--- src/rtl/mips_single_cycle_core.sv ---
// Single-cycle 32-bit MIPS-style core: one instruction fetched, decoded and retired per clock.
// External instruction fetch and data memory are reached through mips_single_cycle_core_if.
package definitions;
  localparam logic [5:0] RTYPE = 6'd0;
  localparam logic [5:0] ADDI  = 6'd1;
  localparam logic [5:0] SUBI  = 6'd2;
  localparam logic [5:0] ANDI  = 6'd3;
  localparam logic [5:0] ORI   = 6'd4;
  localparam logic [5:0] XORI  = 6'd5;
  localparam logic [5:0] LUI   = 6'd6;
  localparam logic [5:0] LLI   = 6'd7;
  localparam logic [5:0] LWR   = 6'd8;
  localparam logic [5:0] SWR   = 6'd9;
  localparam logic [5:0] LWI   = 6'd10;
  localparam logic [5:0] SWI   = 6'd11;
  localparam logic [5:0] BEQ   = 6'd12;
  localparam logic [5:0] BNE   = 6'd13;
  localparam logic [5:0] J     = 6'd14;
  localparam logic [5:0] JAL   = 6'd15;
  localparam logic [5:0] RET   = 6'd16;

  localparam logic [3:0] ALU_ADD = 4'd0;
  localparam logic [3:0] ALU_SUB = 4'd1;
  localparam logic [3:0] ALU_AND = 4'd2;
  localparam logic [3:0] ALU_OR  = 4'd3;
  localparam logic [3:0] ALU_XOR = 4'd4;
  localparam logic [3:0] ALU_SLL = 4'd5;
  localparam logic [3:0] ALU_SRL = 4'd6;
  localparam logic [3:0] ALU_SLA = 4'd7;
  localparam logic [3:0] ALU_SRA = 4'd8;
endpackage

module mips_single_cycle_core
  import definitions::*;
(
  input logic                      clk,
  input logic                      reset,
  mips_single_cycle_core_if.master bus
);

  logic [31:0] pc;
  logic [31:0] pc_inc;
  logic [31:0] pc_next;

  logic [5:0]  op;
  logic [4:0]  rs;
  logic [4:0]  rt;
  logic [4:0]  rd;
  logic [4:0]  shamt;
  logic [5:0]  func;
  logic [15:0] imm;
  logic [25:0] target;
  logic [31:0] sext_imm;
  logic [31:0] zext_imm;

  logic [31:0] rs_data;
  logic [31:0] rt_data;
  logic        wr_en;
  logic [4:0]  wr_addr;
  logic [31:0] wr_data;
  logic        store;

  assign op       = bus.instruction[31:26];
  assign rs       = bus.instruction[25:21];
  assign rt       = bus.instruction[20:16];
  assign rd       = bus.instruction[15:11];
  assign shamt    = bus.instruction[10:6];
  assign func     = bus.instruction[5:0];
  assign imm      = bus.instruction[15:0];
  assign target   = bus.instruction[25:0];
  assign sext_imm = {{16{imm[15]}}, imm};
  assign zext_imm = {16'h0000, imm};
  assign pc_inc   = pc + 32'd1;

  function automatic logic alu_valid(input logic [5:0] f);
    logic ok;
    ok = 1'b0;
    if (f[5:4] == 2'b00) begin
      case (f[3:0])
        ALU_ADD, ALU_SUB, ALU_AND, ALU_OR, ALU_XOR,
        ALU_SLL, ALU_SRL, ALU_SLA, ALU_SRA: ok = 1'b1;
        default:                            ok = 1'b0;
      endcase
    end
    return ok;
  endfunction

  // Shifts operate on b (rt) by the shamt field; a (rs) is unused for them.
  function automatic logic [31:0] alu(input logic [3:0] f, input logic [31:0] a,
                                      input logic [31:0] b, input logic [4:0] sh);
    logic [31:0] y;
    case (f)
      ALU_ADD:          y = a + b;
      ALU_SUB:          y = a - b;
      ALU_AND:          y = a & b;
      ALU_OR:           y = a | b;
      ALU_XOR:          y = a ^ b;
      ALU_SLL, ALU_SLA: y = b << sh;
      ALU_SRL:          y = b >> sh;
      ALU_SRA:          y = $unsigned($signed(b) >>> sh);
      default:          y = '0;
    endcase
    return y;
  endfunction

  always_comb begin
    pc_next = pc_inc;
    wr_en   = 1'b0;
    wr_addr = rt;
    wr_data = '0;
    store   = 1'b0;
    case (op)
      RTYPE: begin
        wr_addr = rd;
        wr_en   = alu_valid(func);
        wr_data = alu(func[3:0], rs_data, rt_data, shamt);
      end
      ADDI: begin wr_en = 1'b1; wr_data = rs_data + sext_imm; end
      SUBI: begin wr_en = 1'b1; wr_data = rs_data - sext_imm; end
      ANDI: begin wr_en = 1'b1; wr_data = rs_data & zext_imm; end
      ORI:  begin wr_en = 1'b1; wr_data = rs_data | zext_imm; end
      XORI: begin wr_en = 1'b1; wr_data = rs_data ^ zext_imm; end
      LUI:  begin wr_en = 1'b1; wr_data = {imm, 16'h0000}; end
      LLI:  begin wr_en = 1'b1; wr_data = zext_imm; end
      LWR, LWI: begin wr_en = 1'b1; wr_data = bus.dm_q; end
      SWR, SWI: store = 1'b1;
      BEQ: if (rs_data == rt_data) pc_next = pc_inc + sext_imm;
      BNE: if (rs_data != rt_data) pc_next = pc_inc + sext_imm;
      J:   pc_next = {pc[31:26], target};
      JAL: begin
        pc_next = {pc[31:26], target};
        wr_en   = 1'b1;
        wr_addr = 5'd31;
        wr_data = pc_inc;
      end
      RET: pc_next = rs_data_r31();
      default: ;
    endcase
  end

  // Address path kept separate from the write-back mux so the load data loop stays acyclic.
  assign bus.dm_address = (op == LWR || op == SWR) ? rs_data[15:0] : imm;
  assign bus.dm_d       = rt_data;
  assign bus.dm_we      = store & ~reset;
  assign bus.pc_out     = pc;

  always_ff @(posedge clk) begin
    if (reset) pc <= '0;
    else       pc <= pc_next;
  end

  logic [31:0] r31_data;

  function automatic logic [31:0] rs_data_r31();
    return r31_data;
  endfunction

  if (1'b1) begin : regfile0
    logic [31:0] mem [0:31];

    always_ff @(posedge clk) begin
      if (reset) begin
        for (int i = 0; i < 32; i++) mem[i] <= '0;
      end else if (wr_en && wr_addr != 5'd0) begin
        mem[wr_addr] <= wr_data;
      end
    end

    assign rs_data  = (rs == 5'd0) ? '0 : mem[rs];
    assign rt_data  = (rt == 5'd0) ? '0 : mem[rt];
    assign r31_data = mem[31];
  end

endmodule

--- src/rtl/mips_single_cycle_core_if.sv ---
// Fetch and data-memory bus between the core (master) and its instruction/data memories (slave).
interface mips_single_cycle_core_if;
  logic [31:0] instruction;
  logic [31:0] pc_out;
  logic [31:0] dm_q;
  logic        dm_we;
  logic [15:0] dm_address;
  logic [31:0] dm_d;

  modport master (
    input  instruction, dm_q,
    output pc_out, dm_we, dm_address, dm_d
  );

  modport slave (
    output instruction, dm_q,
    input  pc_out, dm_we, dm_address, dm_d
  );
endinterface

--- src/flat_wrapper.sv ---
// flat-port wrapper written by rule: the top's interface ports become plain ports
module mips_single_cycle_core_flat import definitions::*;
  (clk, reset, bus_instruction, bus_dm_q, bus_pc_out, bus_dm_we, bus_dm_address, bus_dm_d);
  mips_single_cycle_core_if bus_i ();
  input logic clk;
  input logic reset;
  input wire logic [$bits(bus_i.instruction)-1:0] bus_instruction;
  input wire logic [$bits(bus_i.dm_q)-1:0] bus_dm_q;
  output wire logic [$bits(bus_i.pc_out)-1:0] bus_pc_out;
  output wire logic [$bits(bus_i.dm_we)-1:0] bus_dm_we;
  output wire logic [$bits(bus_i.dm_address)-1:0] bus_dm_address;
  output wire logic [$bits(bus_i.dm_d)-1:0] bus_dm_d;
  assign bus_i.instruction = bus_instruction;
  assign bus_i.dm_q = bus_dm_q;
  assign bus_pc_out = bus_i.pc_out;
  assign bus_dm_we = bus_i.dm_we;
  assign bus_dm_address = bus_i.dm_address;
  assign bus_dm_d = bus_i.dm_d;
  mips_single_cycle_core u_core (.clk(clk), .reset(reset), .bus(bus_i));
endmodule
--- config.mk ---
export PLATFORM = sky130hd
export DESIGN_NAME = mips_single_cycle_core_flat
export DESIGN_NICKNAME = d
export VERILOG_FILES = /design/src/rtl/mips_single_cycle_core.sv /design/src/rtl/mips_single_cycle_core_if.sv /design/src/flat_wrapper.sv
export SDC_FILE = /design/constraint.sdc
export NUM_CORES = 2
export LEC_CHECK = 0
export CORE_AREA = 3 3 556 393
export DETAILED_ROUTE_END_ITERATION = 10
export DIE_AREA = 0 0 559 396
export GPL_TIMING_DRIVEN = 1
export PLACE_DENSITY = 0.48
export SLEW_MARGIN = 15
export SYNTH_ARGS = -nofsm -noshare
export SYNTH_HDL_FRONTEND = slang
export SYNTH_SLANG_ARGS = --single-unit
--- constraint.sdc ---
create_clock -name clk -period 22.7 [get_ports clk]
set_clock_uncertainty 0.2 [all_clocks]
set_input_delay 6.81 -clock clk [delete_from_list [all_inputs] [get_ports clk]]
set_output_delay 6.81 -clock clk [all_outputs]
set_load 0.05 [all_outputs]
==> impl_results.md <==
* Critical Path AT at approximately 11 ns
* DR vias/cell at about 6.7
* Most frequent cells in the layout: nor2_1 (1170), edfxtp_1 (1024), mux4_2 (468)
* Area grow syn2layout at 12.6%
* Drt first pass iters at 10
* Slew margin rel. at -2.02%
* Share of the yosys chip area belonging to registers at 44.7%
* Period utilization at between 80% and 90%
* Initial Util at 32.9%
* Die width at between 500 and 600 um
* Clk sinks at ~1100
* Clock tree buffer depth at 3
* Vias in the first global route at 57029
* Post-synthesis cell area at about 70000 um^2
* Post-route cell area at slightly below 80000 um^2
* Peak Freq at between 50 and 60 MHz
* Root Driver: clkbuf_16
* CTS tree: built
* Share of the synthesized area in the top cell type at between 40% and 50%
* Htree depth at 3
* DP Area at roughly 76000 um^2
* Min-delay src: u_core.bus.pc_out[27]$_SDFFE_PP0P_
* Core ar. at around 210000 um^2
* Most common cell after layout, fill and taps aside: nor2_1
* # fillers at 20892
* Mapped Cells at around 6400
* Row count at ~140
* Post-CTS setup buffers at 0
* Minimum clock period at ~18 ns
* RSZ-0062 raised after global routing: no
* Total power at ~5.6 mW
* Endpoints failing setup at 0
* Failing checks: max-capacitance violations, max-slew violations
* Outcome: complete, but fails checks
* Post-synth top area cell: edfxtp_1
* Die Span Y at ~400 um
* # IOs at approximately 150
* Hold buffers post-CTS at 0
* GRT overflow at 0
* Ys async rst share at 0%
* Routed len/inst at ~42 um
* Cts repair resizes at 0
* Clock Latency Late Sink at approximately 0.76 ns
* Max Transition Viols Final at 4
* Worst-path fanout max at 86
* Leakage power at about 27 nW
* Share of post-route cells with drive strength above 1 at between 15 and 20%
* Total CTS buffers at 108
* PortBufs at approximately 150
* Max Cap Viol at 2
* EDFF count, synth at a little over 1000
* DPL Wire Length at between 200000 and 300000 um
* Synth unique cells at 93
* VDD IR max at just over 0.06 mV
* Die area at about 220000 um^2
* DRC violations left at 0
* Worst Tran Pin Value at roughly 1.5 ns
* DRT Wirelength at 388000 um
* Initial antenna violation count at 26
* Ys flop type: edfxtp_1
* R2r startpoint: u_core.regfile0.mem[31][10]$_SDFFCE_PN0P_
* Worst Setup Start Kind: primary input
* CTS clk-pin slew, worst paths at approximately 0.07 ns
* Layout net count at ~6600
* Final core occ at between 30% and 40%
* CP Capture Type: primary output
* Worst reg2reg setup slack at around 14 ns
* Crit. Startpoint: bus_instruction[16]
* Worst Hold Class: flop to flop
* Pwr dens at a little over 70 nW/um^2
* FF+latch count, synth at approximately 1100
* Critical path class: primary input to primary output
* Total negative slack at 0 ns
* GPL Wtd Cong at roughly 1.1
* Critical Path RT at approximately 16 ns
* Total global-route track usage at 33.7%
* Vias post-DR at 62479
* DR iter-0 viols at around 13000
* Pin count of the biggest net entering global routing at about 120
* Synth top area cells: edfxtp_1 (44%), mux4_2 (15%), nor2_1 (6.3%), mux2i_1 (4.5%), ha_1 (3.5%)
* Global-route wire length before repair at 516000 um
* Mean Syn Cell Area at approximately 11 um^2
* Final Hold Viols at 0
* Synth warn at 0
* Antenna-violating nets left at 0
==> path summary, 6_finish.rpt <==
check,depth (start not counted),endpoint
setup / recovery,9,bus_dm_d[1]
hold / removal,2,u_core.bus.pc_out[27]$_SDFFE_PP0P_
setup reg to reg,19,u_core.regfile0.mem[5][18]$_SDFFCE_PN0P_
hold reg to reg,2,u_core.bus.pc_out[27]$_SDFFE_PP0P_
==> synthesized netlist by cell type, types with 68 or more instances <==
library cell,n
nand2_1,388
buf_2,75
edfxtp_1,1024
a222oi_1,72
nand3_1,97
nor2_1,1182
o21ai_0,246
ha_1,196
inv_1,136
a21oi_1,293
nor3_1,152
clkbuf_1,414
o22ai_1,68
xnor2_1,82
mux2i_1,319
a22oi_1,112
mux4_2,468
==> logic make-up after synthesis <==
| family | count (synthesis) | share of synthesized area (%) |
|---|---|---|
| AND/OR/NAND/NOR | 2120 | 12.9 |
| XOR/XNOR | 111 | 1.38 |
| flip-flops | 1056 | 44.7 |
| other | 1 | 0.00533 |
| adder cells (fa/ha/maj) | 200 | 3.60 |
| buffers and inverters | 719 | 4.19 |
| AO/OA/AOI/OAI | 1313 | 12.8 |
| multiplexers | 844 | 20.4 |
==> cell type report <==
| cell class | count | area (um^2) | area share (%) |
|---|---|---|---|
| Clock inverter | 60 | 508 | 0.642 |
| Antenna cell | 14 | 35.0 | 0.0443 |
| Tap cell | 2880 | 3600 | 4.55 |
| Multi-Input combinational cell | 4620 | 36600 | 46.2 |
| Timing Repair Buffer | 432 | 3670 | 4.63 |
| Sequential cell | 1056 | 31400 | 39.6 |
| Inverter | 139 | 522 | 0.659 |
| Clock buffer | 133 | 2840 | 3.59 |
==> routing by layer <==
layer	track usage [%]	routed length (um)	up-vias
met5	0	115	-
met4	8.20	10900	18
met3	14.2	60700	559
met2	43.0	146000	5091
met1	51.3	170000	32447
li1	-	-	24364
==> critical path, stage by stage <==
cell,delay [ns]
buf_8,0.43
buf_12,0.56
mux4_2,0.59
a22o_1,0.26
nor2_1,0.27
nand3_1,0.68
nand2_1,0.52
inv_1,0.20
clkdlybuf4s50_1,0.75
==> registers in the layout, summed over array words and instances, names as in the netlist <==
signal               flops
u_core.regfile0.mem   1024
u_core.bus.pc_out       32
==> metrics by stage <==
step | hold WS (ns) | cells | setup WS (ns)
finish | 0.354 | 9334 | 4.39
global route | 0.378 | 9320 | 4.31
CTS | 0.348 | 9320 | 4.50
detailed placement | 0.334 | 9127 | 4.51
global placement | 0.336 | 9126 | 4.50
floorplan | 0.355 | 6395 | 4.85
==> power breakdown <==
| part | switching [mW] | internal [mW] | total, mW |
|---|---|---|---|
| Clock | 0.839 | 0.955 | 1.79 |
| Sequential | 0.0497 | 2.20 | 2.25 |
| Combinational | 1.10 | 0.470 | 1.57 |
| Total | 1.99 | 3.63 | 5.62 |
(Power assumes the default switching activity.)
